[src/rtl/servo_ramp_sequencer_pkg.sv]
// Shared types and constants for the servo ramp sequencer: FSM encoding,
// channel geometry and the host register map.
package servo_seq_pkg;

    localparam int NUM_CH = 8;
    localparam int PW_W   = 15;
    localparam int CH_W   = 3;

    localparam logic [7:0] PWM_BASE  = 8'h00;
    localparam logic [7:0] ADDR_TGT  = 8'h20;
    localparam logic [7:0] ADDR_STEP = 8'h30;
    localparam logic [7:0] ADDR_MASK = 8'h38;
    localparam logic [7:0] ADDR_CTRL = 8'h39;
    localparam logic [7:0] ADDR_STAT = 8'h3A;

    typedef enum logic [1:0] {
        IDLE  = 2'd0,
        CALC  = 2'd1,
        WR_LO = 2'd2,
        WR_HI = 2'd3
    } seq_state_e;

    // Byte address of a channel's pulse-width register in the PWM file.
    function automatic logic [7:0] pwm_byte_addr(input logic [CH_W-1:0] ch, input logic hi);
        return PWM_BASE + {4'b0000, ch, hi};
    endfunction

endpackage

[src/rtl/servo_ramp_sequencer_if.sv]
// Host-facing bundle of the sequencer: frame tick, config port and the
// shared PWM register-file write port.
interface servo_ramp_sequencer_if;
    logic       Frame_Tick;
    logic       Cfg_WEn;
    logic [7:0] Cfg_Addr;
    logic [7:0] Cfg_Data;
    logic [7:0] Cfg_RData;
    logic       Host_WEn;
    logic       Pwm_WEn;
    logic [7:0] Pwm_Addr;
    logic [7:0] Pwm_Data;
    logic       Busy;
    logic       Done;

    modport master (
        output Frame_Tick, Cfg_WEn, Cfg_Addr, Cfg_Data, Host_WEn,
        input  Cfg_RData, Pwm_WEn, Pwm_Addr, Pwm_Data, Busy, Done
    );

    modport slave (
        input  Frame_Tick, Cfg_WEn, Cfg_Addr, Cfg_Data, Host_WEn,
        output Cfg_RData, Pwm_WEn, Pwm_Addr, Pwm_Data, Busy, Done
    );
endinterface

[src/rtl/servo_ramp_sequencer_step.sv]
// One ramp step toward the target: moves by at most step, lands exactly on
// the target when close enough, and a step of zero jumps straight there.
module servo_ramp_step
    import servo_seq_pkg::*;
(
    input  logic [PW_W-1:0] cur_i,
    input  logic [PW_W-1:0] tgt_i,
    input  logic [7:0]      step_i,
    output logic [PW_W-1:0] next_cur_o
);

    logic            up_s;
    logic [PW_W-1:0] diff_s;
    logic [PW_W-1:0] step_ext_s;

    assign step_ext_s = {{(PW_W-8){1'b0}}, step_i};
    assign up_s       = (tgt_i >= cur_i);
    assign diff_s     = up_s ? (tgt_i - cur_i) : (cur_i - tgt_i);

    // Clamp to the target whenever a full step would reach or pass it.
    always_comb begin
        next_cur_o = tgt_i;
        if ((step_i == 8'd0) || (diff_s <= step_ext_s)) begin
            next_cur_o = tgt_i;
        end else if (up_s) begin
            next_cur_o = cur_i + step_ext_s;
        end else begin
            next_cur_o = cur_i - step_ext_s;
        end
    end

endmodule

[src/rtl/servo_ramp_sequencer.sv]
// Frame-synchronous servo ramp sequencer: each frame, steps every enabled
// channel toward its target and writes the result to the PWM register file.
module servo_ramp_sequencer
    import servo_seq_pkg::*;
(
    input  logic                   Clk,
    input  logic                   rst_n,
    servo_ramp_sequencer_if.slave  bus
);

    logic [PW_W-1:0] tgt_q  [NUM_CH];
    logic [PW_W-1:0] cur_q  [NUM_CH];
    logic [7:0]      step_q [NUM_CH];
    logic [7:0]      shadow_q;
    logic [7:0]      mask_q;
    logic            run_q;
    logic            force_q;
    logic            ovr_q;
    logic            all_done_q;

    seq_state_e      state_q;
    logic [CH_W-1:0] ch_q;
    logic            pwm_wen_q;
    logic [7:0]      pwm_addr_q;
    logic [7:0]      pwm_data_q;
    logic            busy_q;
    logic            done_q;

    logic [PW_W-1:0] cur_d;
    logic            last_ch_s;
    logic            need_wr_s;
    logic            all_done_s;
    logic [7:0]      rdata_s;

    servo_ramp_step u_step (
        .cur_i      (cur_q[ch_q]),
        .tgt_i      (tgt_q[ch_q]),
        .step_i     (step_q[ch_q]),
        .next_cur_o (cur_d)
    );

    assign last_ch_s = (ch_q == CH_W'(NUM_CH - 1));
    assign need_wr_s = mask_q[ch_q] && ((cur_q[ch_q] != tgt_q[ch_q]) || force_q);

    // All enabled channels settled; sampled into all_done_q at sweep end.
    always_comb begin
        all_done_s = 1'b1;
        for (int i = 0; i < NUM_CH; i++) begin
            if (mask_q[i] && (cur_q[i] != tgt_q[i])) begin
                all_done_s = 1'b0;
            end else begin
                all_done_s = all_done_s;
            end
        end
    end

    // Host configuration registers and the sticky overrun flag.
    always_ff @(posedge Clk or negedge rst_n) begin
        if (!rst_n) begin
            for (int i = 0; i < NUM_CH; i++) begin
                tgt_q[i]  <= '0;
                step_q[i] <= 8'h00;
            end
            shadow_q <= 8'h00;
            mask_q   <= 8'h00;
            run_q    <= 1'b0;
            force_q  <= 1'b0;
            ovr_q    <= 1'b0;
        end else begin
            if (bus.Cfg_WEn) begin
                if (bus.Cfg_Addr[7:4] == ADDR_TGT[7:4]) begin
                    if (bus.Cfg_Addr[0] == 1'b0) begin
                        shadow_q <= bus.Cfg_Data;
                    end else begin
                        tgt_q[bus.Cfg_Addr[3:1]] <= {bus.Cfg_Data[6:0], shadow_q};
                    end
                end else if (bus.Cfg_Addr[7:3] == ADDR_STEP[7:3]) begin
                    step_q[bus.Cfg_Addr[2:0]] <= bus.Cfg_Data;
                end else if (bus.Cfg_Addr == ADDR_MASK) begin
                    mask_q <= bus.Cfg_Data;
                end else if (bus.Cfg_Addr == ADDR_CTRL) begin
                    run_q   <= bus.Cfg_Data[0];
                    force_q <= bus.Cfg_Data[1];
                end
            end
            // A tick that arrives mid-sweep wins over a simultaneous clear.
            if (bus.Frame_Tick && (state_q != IDLE)) begin
                ovr_q <= 1'b1;
            end else if (bus.Cfg_WEn && (bus.Cfg_Addr == ADDR_STAT) && bus.Cfg_Data[2]) begin
                ovr_q <= 1'b0;
            end
        end
    end

    // Sweep FSM with registered write port, Busy and Done.
    always_ff @(posedge Clk or negedge rst_n) begin
        if (!rst_n) begin
            state_q    <= IDLE;
            ch_q       <= '0;
            pwm_wen_q  <= 1'b0;
            pwm_addr_q <= 8'h00;
            pwm_data_q <= 8'h00;
            busy_q     <= 1'b0;
            done_q     <= 1'b0;
            all_done_q <= 1'b0;
            for (int i = 0; i < NUM_CH; i++) begin
                cur_q[i] <= '0;
            end
        end else begin
            done_q <= 1'b0;
            case (state_q)
                IDLE: begin
                    if (bus.Frame_Tick && run_q) begin
                        state_q <= CALC;
                        ch_q    <= '0;
                        busy_q  <= 1'b1;
                    end
                end
                CALC: begin
                    if (need_wr_s) begin
                        cur_q[ch_q] <= cur_d;
                        pwm_addr_q  <= pwm_byte_addr(ch_q, 1'b0);
                        pwm_data_q  <= cur_d[7:0];
                        pwm_wen_q   <= 1'b1;
                        state_q     <= WR_LO;
                    end else if (last_ch_s) begin
                        state_q    <= IDLE;
                        busy_q     <= 1'b0;
                        done_q     <= 1'b1;
                        all_done_q <= all_done_s;
                    end else begin
                        ch_q <= ch_q + 3'd1;
                    end
                end
                WR_LO: begin
                    if (!bus.Host_WEn) begin
                        pwm_addr_q <= pwm_byte_addr(ch_q, 1'b1);
                        pwm_data_q <= {1'b0, cur_q[ch_q][PW_W-1:8]};
                        state_q    <= WR_HI;
                    end
                end
                WR_HI: begin
                    if (!bus.Host_WEn) begin
                        pwm_wen_q <= 1'b0;
                        if (last_ch_s) begin
                            state_q    <= IDLE;
                            busy_q     <= 1'b0;
                            done_q     <= 1'b1;
                            all_done_q <= all_done_s;
                        end else begin
                            ch_q    <= ch_q + 3'd1;
                            state_q <= CALC;
                        end
                    end
                end
                default: begin
                    state_q   <= IDLE;
                    pwm_wen_q <= 1'b0;
                    busy_q    <= 1'b0;
                end
            endcase
        end
    end

    // Zero-latency register readback; unmapped addresses read as zero.
    always_comb begin
        rdata_s = 8'h00;
        if (bus.Cfg_Addr[7:4] == ADDR_TGT[7:4]) begin
            if (bus.Cfg_Addr[0]) begin
                rdata_s = {1'b0, tgt_q[bus.Cfg_Addr[3:1]][PW_W-1:8]};
            end else begin
                rdata_s = tgt_q[bus.Cfg_Addr[3:1]][7:0];
            end
        end else if (bus.Cfg_Addr[7:3] == ADDR_STEP[7:3]) begin
            rdata_s = step_q[bus.Cfg_Addr[2:0]];
        end else if (bus.Cfg_Addr == ADDR_MASK) begin
            rdata_s = mask_q;
        end else if (bus.Cfg_Addr == ADDR_CTRL) begin
            rdata_s = {6'b000000, force_q, run_q};
        end else if (bus.Cfg_Addr == ADDR_STAT) begin
            rdata_s = {5'b00000, ovr_q, all_done_q, busy_q};
        end else begin
            rdata_s = 8'h00;
        end
    end

    assign bus.Cfg_RData = rdata_s;
    assign bus.Pwm_WEn   = pwm_wen_q & ~bus.Host_WEn;
    assign bus.Pwm_Addr  = pwm_addr_q;
    assign bus.Pwm_Data  = pwm_data_q;
    assign bus.Busy      = busy_q;
    assign bus.Done      = done_q;

endmodule

[src/flat_wrapper.sv]
// flat-port wrapper written by rule: the top's interface ports become plain ports
module servo_ramp_sequencer_flat import servo_seq_pkg::*;
  (Clk, rst_n, bus_Frame_Tick, bus_Cfg_WEn, bus_Cfg_Addr, bus_Cfg_Data, bus_Host_WEn, bus_Cfg_RData, bus_Pwm_WEn, bus_Pwm_Addr, bus_Pwm_Data, bus_Busy, bus_Done);
  servo_ramp_sequencer_if bus_i ();
  input  logic Clk;
  input  logic rst_n;
  input wire logic [$bits(bus_i.Frame_Tick)-1:0] bus_Frame_Tick;
  input wire logic [$bits(bus_i.Cfg_WEn)-1:0] bus_Cfg_WEn;
  input wire logic [$bits(bus_i.Cfg_Addr)-1:0] bus_Cfg_Addr;
  input wire logic [$bits(bus_i.Cfg_Data)-1:0] bus_Cfg_Data;
  input wire logic [$bits(bus_i.Host_WEn)-1:0] bus_Host_WEn;
  output wire logic [$bits(bus_i.Cfg_RData)-1:0] bus_Cfg_RData;
  output wire logic [$bits(bus_i.Pwm_WEn)-1:0] bus_Pwm_WEn;
  output wire logic [$bits(bus_i.Pwm_Addr)-1:0] bus_Pwm_Addr;
  output wire logic [$bits(bus_i.Pwm_Data)-1:0] bus_Pwm_Data;
  output wire logic [$bits(bus_i.Busy)-1:0] bus_Busy;
  output wire logic [$bits(bus_i.Done)-1:0] bus_Done;
  assign bus_i.Frame_Tick = bus_Frame_Tick;
  assign bus_i.Cfg_WEn = bus_Cfg_WEn;
  assign bus_i.Cfg_Addr = bus_Cfg_Addr;
  assign bus_i.Cfg_Data = bus_Cfg_Data;
  assign bus_i.Host_WEn = bus_Host_WEn;
  assign bus_Cfg_RData = bus_i.Cfg_RData;
  assign bus_Pwm_WEn = bus_i.Pwm_WEn;
  assign bus_Pwm_Addr = bus_i.Pwm_Addr;
  assign bus_Pwm_Data = bus_i.Pwm_Data;
  assign bus_Busy = bus_i.Busy;
  assign bus_Done = bus_i.Done;
  servo_ramp_sequencer u_core (.Clk(Clk), .rst_n(rst_n), .bus(bus_i));
endmodule
[config.mk]
export PLATFORM = sky130hd
export DESIGN_NAME = servo_ramp_sequencer_flat
export DESIGN_NICKNAME = d
export VERILOG_FILES = /design/src/rtl/servo_ramp_sequencer_pkg.sv /design/src/rtl/servo_ramp_sequencer_if.sv /design/src/rtl/servo_ramp_sequencer_step.sv /design/src/rtl/servo_ramp_sequencer.sv /design/src/flat_wrapper.sv
export SDC_FILE = /design/constraint.sdc
export NUM_CORES = 1
export LEC_CHECK = 0
export CAP_MARGIN = 20
export CORE_MARGIN = 1.5
export CORE_UTILIZATION = 35
export CTS_CLUSTER_DIAMETER = 30
export DETAILED_ROUTE_END_ITERATION = 8
export PLACE_DENSITY = 0.62
export RECOVER_POWER = 100
export REMOVE_ABC_BUFFERS = 1
export SLEW_MARGIN = 5
export SYNTH_ARGS = -nofsm -noshare
export SYNTH_HDL_FRONTEND = slang
export SYNTH_SLANG_ARGS = --single-unit
[constraint.sdc]
create_clock -name Clk -period 11.1 [get_ports Clk]
set_input_delay 2.22 -clock Clk [delete_from_list [all_inputs] [get_ports Clk]]
set_output_delay 2.22 -clock Clk [all_outputs]
set_load 0.05 [all_outputs]
After elaboration in Yosys (flattened, before gate mapping)
Index checks and enable logic that the tools add are counted.
{ "word_totals": {"ff_bits": 348, "out_inout_bits": 27, "word_cells": 199} }
{ "classes": {"eq_ne": 24, "magnitude_cmp": 9, "n_mux": 79, "n_reduce_logical": 36, "add_sub_neg": 5, "n_bitwise": 9} }
{ "op_table": {"columns": ["operator", "n"], "rows": [
  ["$bwmux W120", 2],
  ["$mux W15", 11],
  ["$bmux W15 S3", 3],
  ["$ne A15 B15 Y1", 9],
  ["$mux W8", 14],
  ["$demux W15 S3", 2],
  ["$bwmux W64", 1],
  ["$bmux W8 S3", 2],
  ["$pmux W8 S2", 2],
  ["$sub A15 B15 Y15", 2],
  ["$demux W8 S3", 1],
  ["$eq A8 B6 Y1 const B", 3],
  ["$mux W1", 24],
  ["$reduce_and A3 Y1", 6],
  ["$logic_and A1 B1 Y1", 16],
  ["$add A15 B8 Y15", 1],
  ["$ge A15 B15 Y1", 1],
  ["$le A15 B8 Y1", 1],
  ["$mux W3", 5],
  ["$sub A15 B8 Y15", 1],
  ["$ge A4 B4 Y1 const B", 3],
  ["$lt A4 B1 Y1 const B", 3],
  ["$not A3 Y4", 3],
  ["$reduce_and A4 Y1", 3],
  ["25 further kinds", 43]
]} }

Longest topological paths before layout
{ "logic_depth": {"ltp_word": 13, "mapped_depth": 35, "mapped_depth_nobuf": 24} }

Cells and area by module
Synthesis repeated with hierarchy kept, for this count alone.
{ "unflattened": {"hier_cells": 1730, "hier_area_um2": 21533.2} }
{ "by_module_without_submodules": {"columns": ["mod", "cells_per_inst", "seq_area_each_um2", "n_inst", "area_per_inst_um2"], "rows": [
  ["servo_ramp_sequencer", 1386, 8608.3, 1, 19022.0],
  ["servo_ramp_step", 344, 0.0, 1, 2511.2]
]} }

Least setup slack after synthesis
No wires, ideal clock.
{ "synth_path": {"path_type": "reg2reg", "start": "register u_core.ch_q[1]", "end": "register u_core.cur_q[18] in the netlist's numbering", "setup_slack_ns": 3.966, "n_path_buf": 11, "period_less_slack_ns": 7.134, "stages_incl_launch_ff": 35, "arrival_ns": 6.981, "path_cell_list": "dfrtp_1 > buf_2 > buf_2 > nor3_1 > clkbuf_1 > buf_1 > buf_1 > a22oi_1 > and4_1 > inv_1 > ha_1 > buf_2 > a211o_1 > a21oi_2 > nand4_1 > a21boi_1 > o21ai_1 > clkbuf_1 > buf_1 > nand2_1 > nand2_1 > ha_1 > nor2b_1 > o21a_1 > o21ai_0 > a21oi_1 > o21ai_0 > a21oi_1 > or4_4 > or3_1 > buf_4 > buf_6 > buf_2 > nor3_1 > a311oi_1"} }
{ "synth_via": {"elab_chain_len": 10} }
{ "synth_rtl": {"columns": ["element", "line_no", "rtl"], "rows": [
  ["from (decl)", "servo_ramp_sequencer.sv:22", "logic [CH_W-1:0] ch_q;"],
  ["from (signal assigned)", "servo_ramp_sequencer.sv:132", "ch_q <= ch_q + 3'd1;"],
  ["from (signal assigned)", "servo_ramp_sequencer.sv:151", "ch_q <= ch_q + 3'd1;"],
  ["$not A3 Y4 (not written as such)", null, null],
  ["$bmux W15 S3, on equally long branches", "servo_ramp_sequencer.sv:36, servo_ramp_sequencer.sv:43, servo_ramp_sequencer.sv:37", null],
  ["$mux W15, on equally long branches (2 in series)", "servo_ramp_sequencer.sv:36, servo_ramp_sequencer.sv:43, servo_ramp_sequencer.sv:37", null],
  ["$sub A15 B15 Y15 / $ge A15 B15 Y1 (equally long branches)", "servo_ramp_sequencer_step.sv:18, servo_ramp_sequencer_step.sv:17", null],
  ["$mux W15", "servo_ramp_sequencer_step.sv:18", "assign diff_s = up_s ? (tgt_i - cur_i) : (cur_i - tgt_i);"],
  ["$le A15 B8 Y1", "servo_ramp_sequencer_step.sv:23", "if ((step_i == 8'd0) || (diff_s <= step_ext_s)) begin"],
  ["$logic_or A1 B1 Y1", "servo_ramp_sequencer_step.sv:23", null],
  ["$mux W15", "servo_ramp_sequencer_step.sv:23", null],
  ["$bwmux W120", "servo_ramp_sequencer.sv:121", "cur_q[ch_q] <= cur_d;"],
  ["to (signal, indexed assignment)", "servo_ramp_sequencer.sv:121", null],
  ["to (decl)", "servo_ramp_sequencer.sv:12", "logic [PW_W-1:0] cur_q [NUM_CH];"]
]} }
Parallel ways exist; a longest one is shown, timed or not. The select of a mux whose other input is x is not followed.
A chain may end at the register's enable or synchronous reset.

Worst setup path after layout
{ "layout_path": {"start": "input bus_Cfg_Addr[2]", "end": "output bus_Cfg_RData[7]"} }
{ "layout_via": {"elab_chain_len": 6} }
{ "layout_rtl": {"columns": ["element", "line_no", "rtl"], "rows": [
  ["from (decl)", "flat_wrapper.sv:9", "input wire logic [$bits(bus_i.Cfg_Addr)-1:0] bus_Cfg_Addr;"],
  ["$not A3 Y4, on equally long branches", "servo_ramp_sequencer.sv:175, servo_ramp_sequencer.sv:172", null],
  ["$bmux W8 S3 / $bmux W15 S3 (equally long branches)", "servo_ramp_sequencer.sv:175, servo_ramp_sequencer.sv:172", null],
  ["$mux W8 (not written as such) / $mux W15 (equally long branches) (2 in series)", null, null],
  ["$mux W8, on equally long branches", "servo_ramp_sequencer.sv:174, servo_ramp_sequencer.sv:169", null],
  ["$mux W8 (*)", "servo_ramp_sequencer.sv:168", "if (bus.Cfg_Addr[7:4] == ADDR_TGT[7:4]) begin"],
  ["to (decl)", "flat_wrapper.sv:12", "output wire logic [$bits(bus_i.Cfg_RData)-1:0] bus_Cfg_RData;"]
]} }
Mark *: on every way between the ends. The rest lies on a longest branch, timed or not. The select of a mux whose other input is x is not followed.

==> impl_results.md <==
* Crit path launch: bus_Cfg_Addr[2]
* Dpl hpwl at 64400 µm
* M1 wire length at 36100 µm
* Layout cells sized above 1 at 0.212
* Worst-path clk slew at 0.04 ns
* Crit-path max FO at 48
* Final non-filler cell total at 3035
* Die height at 256 µm
* Top Layer Used: met4
* Total Power at 8.37 mW
* TritonCTS clock tree: yes
* Final #Nets at 2202
* Pins Over Slew Limit at 227
* Critical Path AT at 7.74 ns
* Top post-synthesis cells by area: dfrtp_1 38%, mux2_2 11%, mux2i_1 5.2%
* Cell taking the most area after synthesis: dfrtp_1
* Main flop type after synthesis: dfrtp_1
* Failing checks: capacitance limit, slew limit
* Global-route wire length before repair at 133000 µm
* Most frequent cell after synthesis: dfrtp_1
* Cells after synthesis at 2113
* Asr flop ratio synth at 1.00
* FF-to-FF End: u_core.cur_q[88]
* Row count at 92
* Post-CTS Setup Inserts at 0
* Leak at 11.4 nW
* Overall routed net length at 90900 µm
* Initial Utilization at 0.355
* Worst R2R Start: u_core.ch_q[0]
* Vias at 19700
* Post-route ant nets at 0
* Gpl congestion at 1.03
* Vias in the first global route at 19100
* Clk sinks at 344
* DRC viols at 0
* Post-synth EDFFs at 0
* Status: complete, but fails checks
* Post-cts resize count at 0
* Chip Width at 256 µm
* Worst endpoint required time at 8.88 ns
* CTS H-tree depth at 3
* Die area at 65500 µm²
* Ys Warns at 0
* Final hold violation count at 0
* Power density over the cells at 316 nW/µm²
* Hold_buf cts at 0
* Critical hold path startpoint: u_core.ovr_q
* CP Launch Type: input pin
* Clock Skews at 0.0373 ns
* Final setup violation count at 0
* Core area at 63200 µm²
* Vias per cell at 6.49
* Tmin final at 9.96 ns
* Pin count of the biggest net entering global routing at 161
* Overflow after GRT at 0
* CTS Root Cell: clkbuf_16
* Metal3 WL at 8870 µm
* Initial antenna violation count at 0
* Share of the synthesized area in the top cell type at 0.384
* R2r setup slk at 1.16 ns
* Port Buffers at 43
* TritonCTS buffer count at 83
* Setup TNS at 0 ns
* Max-cap viol count at 5
* Seq/Total Area, Yosys at 0.384
* Max-slew headroom at -3.04
* RSZ-0062 raised after global routing: no
* CTS Buffer Depth at 3
* # IOs at 48
* Average cell area after synthesis at 10.6 µm²
* Worst hold path cell count at 2
* Hold path endpoint: u_core.ovr_q
* Synth Cell Area at 22400 µm²
* Final period utilization at 0.897
* Pre-antenna DRT Iters at 8
* Yosys cell types at 81
* Overall routing resource usage at 0.272
* Placed cell count at 2882
* Critical Setup Path Class: in -> out
* DR WL met2 at 40200 µm
* Wirelength per Cell at 29.9 µm
* Worst-Skew Late Latency at 0.64 ns
* Hold Crit Class: reg -> reg
* Measured slew at the worst slew-check pin at 6.06 ns
* Worst R2R Path Depth at 25
* CP Capture Type: primary output
* Post-synth top cells: 344 x dfrtp_1, 216 x mux2_2, 150 x a22oi_1
* P&R area growth vs syn at 18.1%
* VDD IR max at 0.386 mV
* Starting DRC count in detailed routing at 2421
* Fmax at 100 MHz
* Flops & latches, synth at 344
* ANT cells at 0
[state kept, by name (all words and copies together) (netlist names), named ones only]
signal               flops
u_core.cur_q           120
u_core.tgt_q           120
u_core.step_q           64
u_core.bus.Pwm_Data      8
u_core.mask_q            8
u_core.shadow_q          8
u_core.bus.Pwm_Addr      4
u_core.ch_q              3
u_core.all_done_q        1
u_core.bus.Busy          1
u_core.bus.Done          1
u_core.force_q           1
u_core.ovr_q             1
u_core.pwm_wen_q         1
u_core.run_q             1
u_core.state_q           1
[power breakdown]
group / switching (mW) / total, mW / internal (mW)
logic: 3.04 / 4.22 / 1.18
registers: 0.181 / 1.55 / 1.37
clock network: 0.822 / 2.59 / 1.77
[cell families (layout without fill, tap and decap cells)]
| family | after synthesis | count (layout) | share of synthesized area |
|---|---|---|---|
| simple gates | 491 | 491 | 0.114 |
| other cells | 1 | 4 | 0.000167 |
| xor+xnor | 148 | 148 | 0.0579 |
| buf+inv | 217 | 290 | 0.0422 |
| flops | 344 | 344 | 0.384 |
| fa+ha+maj | 57 | 57 | 0.0328 |
| compound gates | 474 | 474 | 0.159 |
| mux | 381 | 381 | 0.210 |
[through the flow]
stage	util	setup WS [ns]	hold slack, ns	cell area [µm²]
floorplan	-	1.72	0.437	21600
global placement	0.373	2.52	0.460	23500
detailed placement	0.373	2.25	0.472	23600
CTS	0.420	2.16	0.484	26600
global route	0.419	0.755	0.500	26500
finish	0.419	1.14	0.479	26500
[metal layers]
layer	up-vias	track usage
met2	1250	0.411
met5	-	0
met3	303	0.0643
met4	0	0.157
li1	8102	-
met1	10000	0.354
[cell type report]
class,instances,area (µm²)
Tap cell,846,1060
Clock inverter,45,728
Timing Repair Buffer,94,777
Sequential cell,344,8610
Inverter,46,173
Fill cell,5918,36700
Multi-Input combinational cell,1555,12900
Clock buffer,105,2260
[critical path, stage by stage]
cell and delay [ns]:
clkbuf_1 0.62, clkbuf_1 2.11, nor2b_1 0.48, a221oi_1 0.44, a21oi_1 0.10, a311oi_1 0.50, nor2_1 0.08, a21oi_1 0.21
o31ai_1 0.13, dlygate4sd3_1 0.80
[worst max-delay path by stage]
stage | slack (ns) | end
6_report | 1.14 | bus_Cfg_RData[7]
5_1_grt | 0.75 | u_core.cur_q[88]
4_1_cts | 2.16 | u_core.cur_q[108]
3_5_place_dp | 2.25 | u_core.cur_q[82]
3_3_place_gp | 2.52 | u_core.cur_q[110]
2_1_floorplan | 1.72 | u_core.cur_q[108]
[cell usage in the layout, fill, tap and decap left out, types with 9 or more instances in the layout]
| cell | count |
|---|---|
| bufinv_16 | 14 |
| ha_1 | 54 |
| clkbuf_8 | 10 |
| o31ai_1 | 26 |
| a31oi_1 | 18 |
| buf_4 | 37 |
| nand2_1 | 105 |
| inv_1 | 42 |
| o211ai_1 | 9 |
| o311ai_1 | 9 |
| mux2_2 | 215 |
| a21o_1 | 26 |
| dfrtp_1 | 344 |
| clkbuf_1 | 27 |
| mux4_2 | 49 |
| clkinv_2 | 13 |
| dlygate4sd3_1 | 25 |
| nor4_1 | 13 |
| and4_1 | 15 |
| nor3_1 | 73 |
| nand3_1 | 51 |
| clkdlybuf4s50_1 | 14 |
| o21ai_0 | 35 |
| xnor2_1 | 103 |
| mux2i_1 | 116 |
| clkinvlp_4 | 10 |
| nor2_1 | 76 |
| a21oi_1 | 50 |
| and3_1 | 38 |
| xor2_1 | 45 |
| a311oi_1 | 51 |
| nor2b_1 | 12 |
| nand4_1 | 51 |
| o311ai_0 | 20 |
| a22oi_1 | 150 |
| a221o_1 | 9 |
| and2_1 | 14 |
| clkbuf_16 | 83 |
No activity file was read; power rests on OpenSTA's default activity.
